$ cat src/rtl/pipe_stage_reg.sv
// Pipeline-stage register with valid/ready handshake, optional two-entry skid
// buffer, synchronous flush and a saturating stall-cycle counter.
module pipe_stage_reg #(
    parameter int unsigned DATA_W      = 115,
    parameter bit          SKID        = 1'b1,
    parameter bit          BUBBLE_ZERO = 1'b1,
    parameter int unsigned CNT_W       = 16
) (
    input  logic              clock,
    input  logic              clr,
    input  logic              in_valid,
    output logic              in_ready,
    input  logic [DATA_W-1:0] in_data,
    input  logic              flush,
    output logic              out_valid,
    input  logic              out_ready,
    output logic [DATA_W-1:0] out_data,
    output logic [CNT_W-1:0]  stall_count,
    input  logic              clr_stall
);

    logic              main_valid_q, main_valid_d;
    logic [DATA_W-1:0] main_data_q,  main_data_d;
    logic              skid_valid_q, skid_valid_d;
    logic [DATA_W-1:0] skid_data_q,  skid_data_d;
    logic [CNT_W-1:0]  stall_q,      stall_d;

    logic accept, out_xfer;
    logic load_main, load_skid, move_skid;

    // With a skid entry, in_ready comes straight from a flop so no
    // combinational path runs from out_ready back upstream.
    assign in_ready = SKID ? !skid_valid_q : (out_ready | !main_valid_q);
    assign accept   = in_valid & in_ready & !flush;
    assign out_xfer = main_valid_q & out_ready;

    always_comb begin
        // NOTE: every comb output gets a default first so no path leaves it unassigned (no latches).
        main_valid_d = main_valid_q;
        skid_valid_d = skid_valid_q;
        load_main    = 1'b0;
        load_skid    = 1'b0;
        move_skid    = 1'b0;
        if (SKID) begin
            if (skid_valid_q) begin
                if (out_xfer) begin
                    move_skid    = 1'b1;
                    skid_valid_d = 1'b0;
                end
            end else if (accept) begin
                if (!main_valid_q || out_xfer) begin
                    load_main    = 1'b1;
                    main_valid_d = 1'b1;
                end else begin
                    load_skid    = 1'b1;
                    skid_valid_d = 1'b1;
                end
            end else if (out_xfer) begin
                main_valid_d = 1'b0;
            end
        end else begin
            if (accept) begin
                load_main    = 1'b1;
                main_valid_d = 1'b1;
            end else if (out_xfer) begin
                main_valid_d = 1'b0;
            end
        end
        if (flush) begin
            main_valid_d = 1'b0;
            skid_valid_d = 1'b0;
            move_skid    = 1'b0;
        end
    end

    // Data registers only change on a real load, keeping enables clean for gating.
    assign main_data_d = load_main ? in_data : (move_skid ? skid_data_q : main_data_q);
    assign skid_data_d = load_skid ? in_data : skid_data_q;

    always_comb begin
        stall_d = stall_q;
        if (clr_stall) begin
            stall_d = '0;
        end else if (main_valid_q && !out_ready && (stall_q != {CNT_W{1'b1}})) begin
            stall_d = stall_q + CNT_W'(1);
        end
    end

    always_ff @(posedge clock or negedge clr) begin
        if (!clr) begin
            // NOTE: data registers are reset too, so a bubble never exposes stale X payload bits.
            main_valid_q <= 1'b0;
            main_data_q  <= '0;
            skid_valid_q <= 1'b0;
            skid_data_q  <= '0;
            stall_q      <= '0;
        end else begin
            // NOTE: non-blocking assignments so every flop samples pre-edge values.
            main_valid_q <= main_valid_d;
            main_data_q  <= main_data_d;
            skid_valid_q <= skid_valid_d;
            skid_data_q  <= skid_data_d;
            stall_q      <= stall_d;
        end
    end

    assign out_valid   = main_valid_q;
    assign out_data    = BUBBLE_ZERO ? (main_data_q & {DATA_W{main_valid_q}}) : main_data_q;
    assign stall_count = stall_q;

endmodule

$ cat config.mk
export PLATFORM = sky130hd
export DESIGN_NAME = pipe_stage_reg
export DESIGN_NICKNAME = d
export VERILOG_FILES = /design/src/rtl/pipe_stage_reg.sv
export SDC_FILE = /design/constraint.sdc
export NUM_CORES = 1
export LEC_CHECK = 0
export ABC_AREA = 1
export BUFFER_PORTS_ARGS = -buffer_cell sky130_fd_sc_hd__buf_2
export CORE_ASPECT_RATIO = 2
export CORE_MARGIN = 1.5
export CORE_UTILIZATION = 25
export DETAILED_ROUTE_END_ITERATION = 8
export HOLD_SLACK_MARGIN = 0.06
export MAX_ROUTING_LAYER = met4
export PLACE_DENSITY_LB_ADDON = 0.05
export SETUP_SLACK_MARGIN = 0.05
export SLEW_MARGIN = 0
export SYNTH_ARGS = -nofsm -noshare
export SYNTH_HDL_FRONTEND = slang
export SYNTH_SLANG_ARGS = --single-unit
$ cat constraint.sdc
create_clock -name clock -period 2.11 [get_ports clock]
set_input_delay 0.1055 -clock clock [delete_from_list [all_inputs] [get_ports clock]]
set_output_delay 0.1055 -clock clock [all_outputs]
set_load 0.02 [all_outputs]
==> flow_metrics.env, run 1 <==
export IMPL_synth_area_um2=11630
export IMPL_grt_max_degree=96
export IMPL_fp_row_count=111
export IMPL_ant_nets=0
export IMPL_crit_fanout=42
export IMPL_tightest_slew_ns=0.8414
export IMPL_place_ws_ns=0.2394
export IMPL_fin_cells=2307
export IMPL_grt_ovfl_total=0
export IMPL_ys_types=29
export IMPL_status="completed"
export IMPL_required_ns=2.59
export IMPL_ir_drop_uv=539.4
export IMPL_finalWorstSetupSlack_ns=0.2290
export IMPL_yosysWarningCount=0
export IMPL_clockBufferDepth=3
export IMPL_cts_tree="built"
export IMPL_wirelength_um=39730
export IMPL_cts_root_buf="clkbuf_16"
export IMPL_max_freq_mhz=531.6
export IMPL_cts_sinks=248
export IMPL_place_congestion=0.7939
export IMPL_endpoint_kind="register"
export IMPL_synth_cells=1359
export IMPL_insertion_delay_ns=0.55
export IMPL_place_area_um2=13590
export IMPL_drc=0
export IMPL_rsz0062_at_grt="false"
export IMPL_finClkSkew_ns=0.008150
export IMPL_avgViaCountPerCell=4.416
export IMPL_io_buffers=253
export IMPL_hold_viol_final=0
export IMPL_hold_class="input port to asynchronous set/reset pin"
export IMPL_p_total_mw=14.15
export IMPL_drive_gt1_frac=0.2484
export IMPL_die_height_um=308.1
export IMPL_area_delta_synth_final_pct=35.37
export IMPL_setup_tns_ns=0
export IMPL_path_class="register to register"
export IMPL_synth_net_count=1481
export IMPL_setup_viol=0
export IMPL_numCtsBuffers=28
export IMPL_worstPathCellList="nand2_2 > nand2_4 > buf_4 > buf_4 > nor2_1 > o21ai_1"
export IMPL_r2r_end="main_data_q[65]"
export IMPL_dr_pass1_iters=5
export IMPL_dp_hpwl_um=25180
export IMPL_relSlewSlack=0.4391
export IMPL_reg2reg_depth=6
export IMPL_yosys_register_bits=248
export IMPL_clk_pin_slew_ns=0.06
export IMPL_slew_viol_final=0
export IMPL_period_share=0.8915
export IMPL_final_cell_area_um2=15750
export IMPL_power_density_nw_per_um2=898.2
export IMPL_initial_utilization=0.2538
export IMPL_drt_initial_drc_count=390
export IMPL_die_area_um2=47920
export IMPL_die_x_um=155.5
export IMPL_final_util=0.3436
export IMPL_slowest_delay_ns=0.49
export IMPL_cp_arrival_ns=2.36
export IMPL_num_vias=10188
export IMPL_first_global_vias=10610
export IMPL_finalWorstPathRequiredPeriod_ns=1.881
export IMPL_antenna_found_initial=3
export IMPL_grt_first_pass_wirelength_um=61510
export IMPL_ys_seq_area_frac=0.5334
export IMPL_crit_path_top_delay_cell="dfrtp_4"
export IMPL_grt_use_total=0.1702
export IMPL_htree_levels=1
export IMPL_critPathLaunchType="register"
export IMPL_reg2reg_from="out_valid"
export IMPL_coreArea_um2=45830
export IMPL_io_pins=254
export IMPL_nets=1841
export IMPL_syn_avg_cell_area_um2=8.560
export IMPL_hold_ws_ns=0.04853
export IMPL_cp_common_cell="buf_4"
export IMPL_maxCapViolCount=0
export IMPL_r2r_slack_ns=0.23
export IMPL_placed_cells=2133
export IMPL_wl_per_cell_um=17.22
export IMPL_p_leak_nw=8.608
## logic make-up after synthesis
family / synth area share
AO/OA/AOI/OAI: 0.1196
flip-flops: 0.5334
XOR/XNOR: 0.003011
AND/OR/NAND/NOR: 0.1701
adder cells (fa/ha/maj): 0.001075
multiplexers: 0.07163
buffers and inverters: 0.1011
## worst max-delay path: cells and delay by family (launching register included)
family	cells	cell delay [ns]
buffers and inverters	2	0.86
AO/OA/AOI/OAI	1	0.15
flip-flops	1	0.49
AND/OR/NAND/NOR	3	0.27
## power by group
| group | internal, mW | switching (mW) |
|---|---|---|
| clock | 2.92 | 2.10 |
| combinational | 1.19 | 1.48 |
| sequential | 5.89 | 0.554 |
| total | 10.0 | 4.14 |
## final cells by class
cell class,count,area (um2)
Fill cell,4863,30080
Antenna cell,3,7.507
Multi-Input combinational cell,853,4269
Timing Repair Buffer,412,2970
Clock buffer,39,813.3
Sequential cell,248,6210
Clock inverter,11,107.6
Inverter,176,664.4
Tap cell,565,706.9
## how the worst max path moves through the flow
stage                   startpoint              end  slack, ns  cells after the start
detailed placement    skid_valid_q  main_data_q[65]       0.24                      8
global placement      skid_valid_q  main_data_q[60]       0.30                      8
global route             out_valid  main_data_q[14]       0.09                      6
CTS                      out_valid     out_data[13]       0.05                      4
finish                   out_valid  main_data_q[65]       0.23                      6
floorplan           stall_count[1]  stall_count[13]       0.48                     10
## registers in the layout, indices dropped and copies added (netlist names)
signal / flops
main_data_q: 115
out_valid: 1
skid_data_q: 115
skid_valid_q: 1
stall_count: 16
## metal layers
metal,vias up,global-route usage,share of wire
li1,4991,-,-
met1,4925,0.1926,0.42
met2,236,0.3104,0.52
met3,36,0.02599,0.044
met4,0,0.04252,0.016
met5,-,-,0
## cell usage in the layout, fill, tap and decap left out, types with 30 or more instances in the layout
master | Yosys | layout
buf_2 | 28 | 252
clkbuf_16 | 0 | 30
dfrtp_1 | 248 | 247
dlygate4sd3_1 | 0 | 120
inv_1 | 171 | 171
mux2_2 | 74 | 74
nand2_1 | 340 | 339
nor2_1 | 123 | 123
o21ai_0 | 140 | 140
o21ai_1 | 126 | 126
## cells in the mapped netlist
| cell | number | area share |
|---|---|---|
| buf_2 | 28 | 0.012 |
| nand4_1 | 12 | 0.0065 |
| nand3_1 | 10 | 0.0043 |
| nor2_4 | 3 | 0.0029 |
| or2_2 | 1 | 0.00054 |
| nand2_4 | 1 | 0.00097 |
| o21ai_0 | 140 | 0.060 |
| nand2_1 | 340 | 0.11 |
| o21bai_1 | 3 | 0.0019 |
| xor2_1 | 4 | 0.0030 |
| a31oi_1 | 1 | 0.00054 |
| nand2_2 | 5 | 0.0027 |
| o21ai_1 | 126 | 0.054 |
| inv_1 | 171 | 0.055 |
| dfrtp_1 | 248 | 0.53 |
| a21oi_1 | 1 | 0.00043 |
| inv_2 | 5 | 0.0016 |
| nor2_2 | 3 | 0.0016 |
| mux2_2 | 74 | 0.072 |
| nor2_1 | 123 | 0.040 |
| buf_4 | 9 | 0.0058 |
| nor3_1 | 1 | 0.00043 |
| buf_6 | 18 | 0.017 |
| nand3_2 | 1 | 0.00086 |
| ha_1 | 1 | 0.0011 |
| clkbuf_2 | 3 | 0.0013 |
| o221ai_1 | 3 | 0.0023 |
| clkbuf_1 | 19 | 0.0061 |
| buf_1 | 5 | 0.0016 |
## repair_timing
action,CTS,global route
hold endpoints to repair,483,0
gates cloned,0,1
buffers inserted,0,0
setup endpoints to repair,6,7
gates resized for setup,1,0
hold buffers,120,0
(Power assumes the default switching activity.)
==> inputs of run 2 (changes only) <==
--- a/config.mk
+++ b/config.mk
@@ -6,7 +6,7 @@
 export NUM_CORES = 1
 export LEC_CHECK = 0
 export ABC_AREA = 1
-export BUFFER_PORTS_ARGS = -buffer_cell sky130_fd_sc_hd__buf_2
+export BUFFER_PORTS_ARGS = -buffer_cell sky130_fd_sc_hd__buf_4
 export CORE_ASPECT_RATIO = 2
 export CORE_MARGIN = 1.5
 export CORE_UTILIZATION = 25
==> run 2 against run 1 <==
Compared with the run above:
- core utilization up 1.5 points
- die area stayed put
- flip-flop and latch count did not move
- first-iteration DRC count shrank 2.1%
- register-to-register slack better by 0.04 ns
- final area up 4.2%
- worst setup slack gained 0.0086 ns
- non-clock buffer count shrank 3
- total power rose by 0.96%
- critical path type is now register to primary output
- cell count down 0.26%
- via count is essentially flat
==> flow_metrics.env, run 2 (synthesized netlist as in run 1, its figures left out) <==
export IMPL_status="completed"
export IMPL_wl_met3_um=1581
export IMPL_fp_row_count=111
export IMPL_switching_share=0.2875
export IMPL_drive_gt1_frac=0.2455
export IMPL_final_cell_area_um2=16420
export IMPL_die_x_um=155.5
export IMPL_cts_tree="built"
export IMPL_place_congestion=0.7914
export IMPL_top_layer_used="met4"
export IMPL_tightest_slew_ns=0.7239
export IMPL_io_pins=254
export IMPL_avgViaCountPerCell=4.426
export IMPL_finClkSkew_ns=0.01363
export IMPL_crit_path_top_delay_cell="dfrtp_4"
export IMPL_slowest_delay_ns=0.54
export IMPL_wl_per_cell_um=17.20
export IMPL_cts_root_buf="clkbuf_16"
export IMPL_ir_drop_uv=481.1
export IMPL_drc=0
export IMPL_die_height_um=308.1
export IMPL_finalWorstPathRequiredPeriod_ns=1.872
export IMPL_ant_nets=0
export IMPL_fin_cells=2301
export IMPL_startpoint="out_valid"
export IMPL_reg2reg_from="stall_count[1]"
export IMPL_p_sw_mw=4.106
export IMPL_relSlewSlack=0.5137
export IMPL_wirelength_um=39580
export IMPL_seq_power_share=0.451
export IMPL_cp_num_buf_inv=3
export IMPL_grt_max_degree=100
export IMPL_combPwrFrac=0.202
export IMPL_coreArea_um2=45830
export IMPL_endpoint_kind="primary output"
export IMPL_wl_met2_um=20570
export IMPL_slew_viol_final=0
export IMPL_clk_pin_slew_ns=0.06
export IMPL_critPathTopFamily="flip-flops"
export IMPL_drt_initial_drc_count=382
export IMPL_path_class="register to primary output"
export IMPL_numCtsBuffers=27
export IMPL_num_vias=10184
export IMPL_dr_pass1_iters=6
export IMPL_cp_arrival_ns=1.77
export IMPL_place_area_um2=14240
export IMPL_dp_hpwl_um=24810
export IMPL_p_leak_nw=8.722
export IMPL_placed_cells=2128
export IMPL_maxCapViolCount=0
export IMPL_htree_levels=1
export IMPL_first_global_vias=10383
export IMPL_mostFrequentLayoutCells="nand2_1 (339), buf_4 (266), dfrtp_1 (247), inv_1 (171), o21ai_0 (140)"
export IMPL_max_freq_mhz=534.1
export IMPL_period_share=0.8874
export IMPL_final_common_cell="nand2_1"
export IMPL_antenna_found_initial=1
export IMPL_die_area_um2=47920
export IMPL_critPathLaunchType="register"
export IMPL_internal_power_mw=10.18
export IMPL_worstPathCellList="buf_16 > nand2_1 > inv_1 > buf_4"
export IMPL_hold_class="input port to register"
export IMPL_io_buffers=253
export IMPL_power_density_nw_per_um2=869.8
export IMPL_area_delta_synth_final_pct=41.13
export IMPL_hold_viol_final=0
export IMPL_min_from="in_valid"
export IMPL_grt_first_pass_wirelength_um=61350
export IMPL_p_clk_frac=0.347
export IMPL_setup_viol=0
export IMPL_setup_tns_ns=0
export IMPL_rsz0062_at_grt="false"
export IMPL_clockBufferDepth=3
export IMPL_required_ns=2.00
export IMPL_wl_met1_um=16710
export IMPL_initial_utilization=0.2538
export IMPL_crit_fanout=50
export IMPL_grt_use_total=0.1693
export IMPL_nets=1837
export IMPL_grt_ovfl_total=0
export IMPL_insertion_delay_ns=0.55
export IMPL_cts_sinks=248
[run 2: cell types whose count changed in the layout (fill, tap and decap cells not counted), moves of 2 or more]
cell	before	now
clkbuf_8	5	16
clkinv_2	9	2
buf_12	13	18
diode_2	3	1
buf_2	252	0
bufinv_16	2	0
buf_4	24	266
clkbuf_16	30	28
dlygate4sd3_1	120	122
[run 2: worst paths after layout]
check	cells past startpoint	to	slack, ns
setup reg to reg	10	stall_count[11]	0.27
min in group asynchronous	3	stall_count[14]	0.60
max in group asynchronous	4	stall_count[15]	0.64
hold reg to reg	2	skid_data_q[85]	0.48
setup / recovery	4	out_data[22]	0.24
hold / removal	7	main_data_q[71]	0.33
[run 2: layout make-up]
type	count	area [um2]
well taps	565	706.9
flip-flops and latches	248	6210
clock inverters	1	5.005
clock buffers	48	914.6
diodes	1	2.502
repair buffers	409	3646
inverters	176	664.4
multi-input cells	853	4269
fillers	4858	29410
[run 2: per-layer routing]
layer / vias up / GRT usage
li1: 4983 / -
met1: 4918 / 0.1977
met2: 243 / 0.3049
met3: 40 / 0.02192
met4: 0 / 0.04142
met5: - / -
[run 2: repair_timing]
| action | CTS | global route |
|---|---|---|
| resized for setup | 0 | 1 |
| setup buffers | 0 | 0 |
| hold buffers | 122 | 0 |
| setup endpoints to repair | 0 | 24 |
| endpoints found under the hold margin | 496 | 0 |
[run 2: worst reg2reg max path, cell delays in order, from the launching register on]
cell,delay (ns)
dfrtp_1,0.38
ha_1,0.22
nand3_2,0.12
inv_2,0.07
nand2_4,0.07
nor2_4,0.04
nor2_2,0.47
nor2_4,0.06
buf_12,0.17
nand2_1,0.06
nand2_1,0.05
[run 2: through the flow]
stage	total power [mW]	worst slack (ns)	utilization	hold WS, ns
2_1_floorplan	8.074	0.4825	-	-0.1901
5_1_grt	15.19	0.1041	0.3582	0.3271
3_5_place_dp	9.270	0.2479	0.3108	0.05686
4_1_cts	14.55	0.05127	0.3575	0.3086
6_report	14.28	0.2376	0.3582	0.3330
3_3_place_gp	9.204	0.2316	0.3108	0.05832
[run 2: power groups by stage]
stage	clock network (mW)	registers (mW)	logic (mW)
5_1_grt	5.35	6.59	3.25
4_1_cts	5.16	6.44	2.94
3_3_place_gp	0	6.49	2.71
2_1_floorplan	0	6.38	1.69
3_5_place_dp	0	6.52	2.75
6_report	4.95	6.45	2.88
==> inputs of run 3 (changes only) <==
--- a/config.mk
+++ b/config.mk
@@ -14,6 +14,7 @@
 export HOLD_SLACK_MARGIN = 0.06
 export MAX_ROUTING_LAYER = met4
 export PLACE_DENSITY_LB_ADDON = 0.05
+export REMOVE_ABC_BUFFERS = 1
 export SETUP_SLACK_MARGIN = 0.05
 export SLEW_MARGIN = 0
 export SYNTH_ARGS = -nofsm -noshare
==> run 3 against run 2 <==
Compared with the run above:
- fmax down 1.1%
- worst hold slack worse by 0.22 ns
- non-clock buffer count decreased by 11
- sequential power hardly changed
- combinational power is essentially flat
- critical path type unchanged
- largest power group unchanged
==> flow_metrics.env, run 3 (synthesized netlist as in run 1, its figures left out) <==
export IMPL_relSlewSlack=0.5289
export IMPL_fill_cells=4855
export IMPL_cts_root_buf="clkbuf_16"
export IMPL_endpoint_kind="primary output"
export IMPL_setup_tns_ns=0
export IMPL_place_ws_ns=0.1682
export IMPL_wirelength_um=38520
export IMPL_path_class="register to primary output"
export IMPL_required_ns=2.00
export IMPL_drc=0
export IMPL_final_cell_area_um2=16220
export IMPL_critPathLaunchType="register"
export IMPL_initial_utilization=0.2538
export IMPL_die_height_um=308.1
export IMPL_die_x_um=155.5
export IMPL_cts_sinks=248
export IMPL_grt_max_degree=113
export IMPL_dp_hpwl_um=23490
export IMPL_rsz0062_at_grt="false"
export IMPL_power_density_nw_per_um2=860.6
export IMPL_htree_levels=1
export IMPL_hold_viol_final=0
export IMPL_die_area_um2=47920
export IMPL_area_delta_synth_final_pct=39.41
export IMPL_grt_first_pass_wirelength_um=59460
export IMPL_setup_viol=0
export IMPL_tightest_slew_ns=0.7066
export IMPL_avgViaCountPerCell=4.381
export IMPL_place_area_um2=14130
export IMPL_clockBufferDepth=3
export IMPL_insertion_delay_ns=0.55
export IMPL_status="completed"
export IMPL_drt_initial_drc_count=445
export IMPL_cts_tree="built"
export IMPL_mostFrequentLayoutCells="nand2_1 (339), buf_4 (259), dfrtp_1 (247), inv_1 (171), o21ai_0 (140)"
export IMPL_final_util=0.3539
export IMPL_crit_fanout=81
export IMPL_grt_ovfl_total=0
export IMPL_final_common_cell="nand2_1"
export IMPL_hold_class="input port to asynchronous set/reset pin"
export IMPL_finalWorstSetupSlack_ns=0.2168
export IMPL_period_share=0.8973
export IMPL_clk_pin_slew_ns=0.07
export IMPL_max_freq_mhz=528.2
export IMPL_p_leak_nw=8.601
export IMPL_coreArea_um2=45830
export IMPL_finClkSkew_ns=0.008948
export IMPL_nets=1825
export IMPL_io_buffers=253
export IMPL_drive_gt1_frac=0.2395
export IMPL_first_global_vias=10231
export IMPL_dr_pass1_iters=4
export IMPL_maxCapViolCount=0
export IMPL_r2r_slack_ns=0.30
export IMPL_slew_viol_final=0
export IMPL_place_congestion=0.7331
export IMPL_cp_arrival_ns=1.79
export IMPL_finalWorstPathRequiredPeriod_ns=1.893
export IMPL_io_pins=254
export IMPL_numCtsBuffers=26
export IMPL_wl_per_cell_um=16.83
export IMPL_cts_setup_buffers=0
export IMPL_ir_drop_uv=563.2
export IMPL_p_total_mw=13.96
export IMPL_num_vias=10028
export IMPL_antenna_found_initial=4
export IMPL_fp_row_count=111
export IMPL_ant_nets=0
export IMPL_grt_use_total=0.1633
[run 3: cell count changes in the layout (fill, tap and decap cells not counted), moves of 2 or more]
cell,before,now
clkbuf_8,16,5
dlygate4sd3_1,122,120
buf_4,266,259
buf_12,18,15
clkinv_2,2,5
diode_2,1,4
[run 3: cell type report]
class                           instances  area [um2]  share of cell area
Sequential cell                       248        6210              0.3829
Clock buffer                           38       767.0             0.04729
Timing Repair Buffer                  398        3525              0.2173
Clock inverter                          7       62.56            0.003857
Inverter                              176       668.1             0.04120
Tap cell                              565       706.9             0.04359
Antenna cell                            4       10.01           0.0006172
Multi-Input combinational cell        853        4269              0.2632
[run 3: worst max-delay path: stages (launching register included)]
cell and delay, ns:
dfrtp_4 0.45, buf_12 0.37, nand2_1 0.10, inv_1 0.14, buf_4 0.16
[run 3: through the flow]
| stage | hold slack (ns) | cells |
|---|---|---|
| after global placement | 0.1283 | 2119 |
| after CTS | 0.1255 | 2284 |
| after detailed placement | 0.1340 | 2119 |
| after floorplan | -0.1901 | 1277 |
| after global routing | 0.1593 | 2289 |
| final | 0.1161 | 2289 |
[run 3: power breakdown]
| group | switching [mW] | total [mW] | internal, mW | leakage, nW |
|---|---|---|---|---|
| sequential | 0.553 | 6.45 | 5.89 | 3.13 |
| clock | 2.02 | 4.64 | 2.63 | 0.410 |
| combinational | 1.50 | 2.87 | 1.37 | 5.06 |
| total | 4.07 | 14.0 | 9.89 | 8.60 |
[run 3: path summary, 6_finish.rpt]
| path | cells after the start | start | endpoint |
|---|---|---|---|
| worst max-delay path | 4 | out_valid | out_data[77] |
| worst min-delay path | 2 | clr | main_data_q[16] |
| worst max register to register | 8 | out_valid | main_data_q[111] |
| worst min register to register | 2 | skid_data_q[107] | skid_data_q[107] |
| max in group asynchronous | 3 | clr | main_data_q[6] |
| min in group clock | 3 | in_data[47] | skid_data_q[47] |
[run 3: routing by layer]
layer  wire [um]  track usage  vias up  share of wire
li1            -            -     4957              -
met1       16330       0.1924     4798           0.42
met2       19960       0.2922      233           0.52
met3        1496      0.02051       40          0.039
met4         738      0.04097        0          0.019
met5           0            -        -              0
[run 3: repair_timing]
action	4_1_cts	5_1_grt
gates cloned	0	1
endpoints found under the setup margin	81	16
endpoints found under the hold margin	496	0
gates resized for setup	3	3
hold buffers	120	0
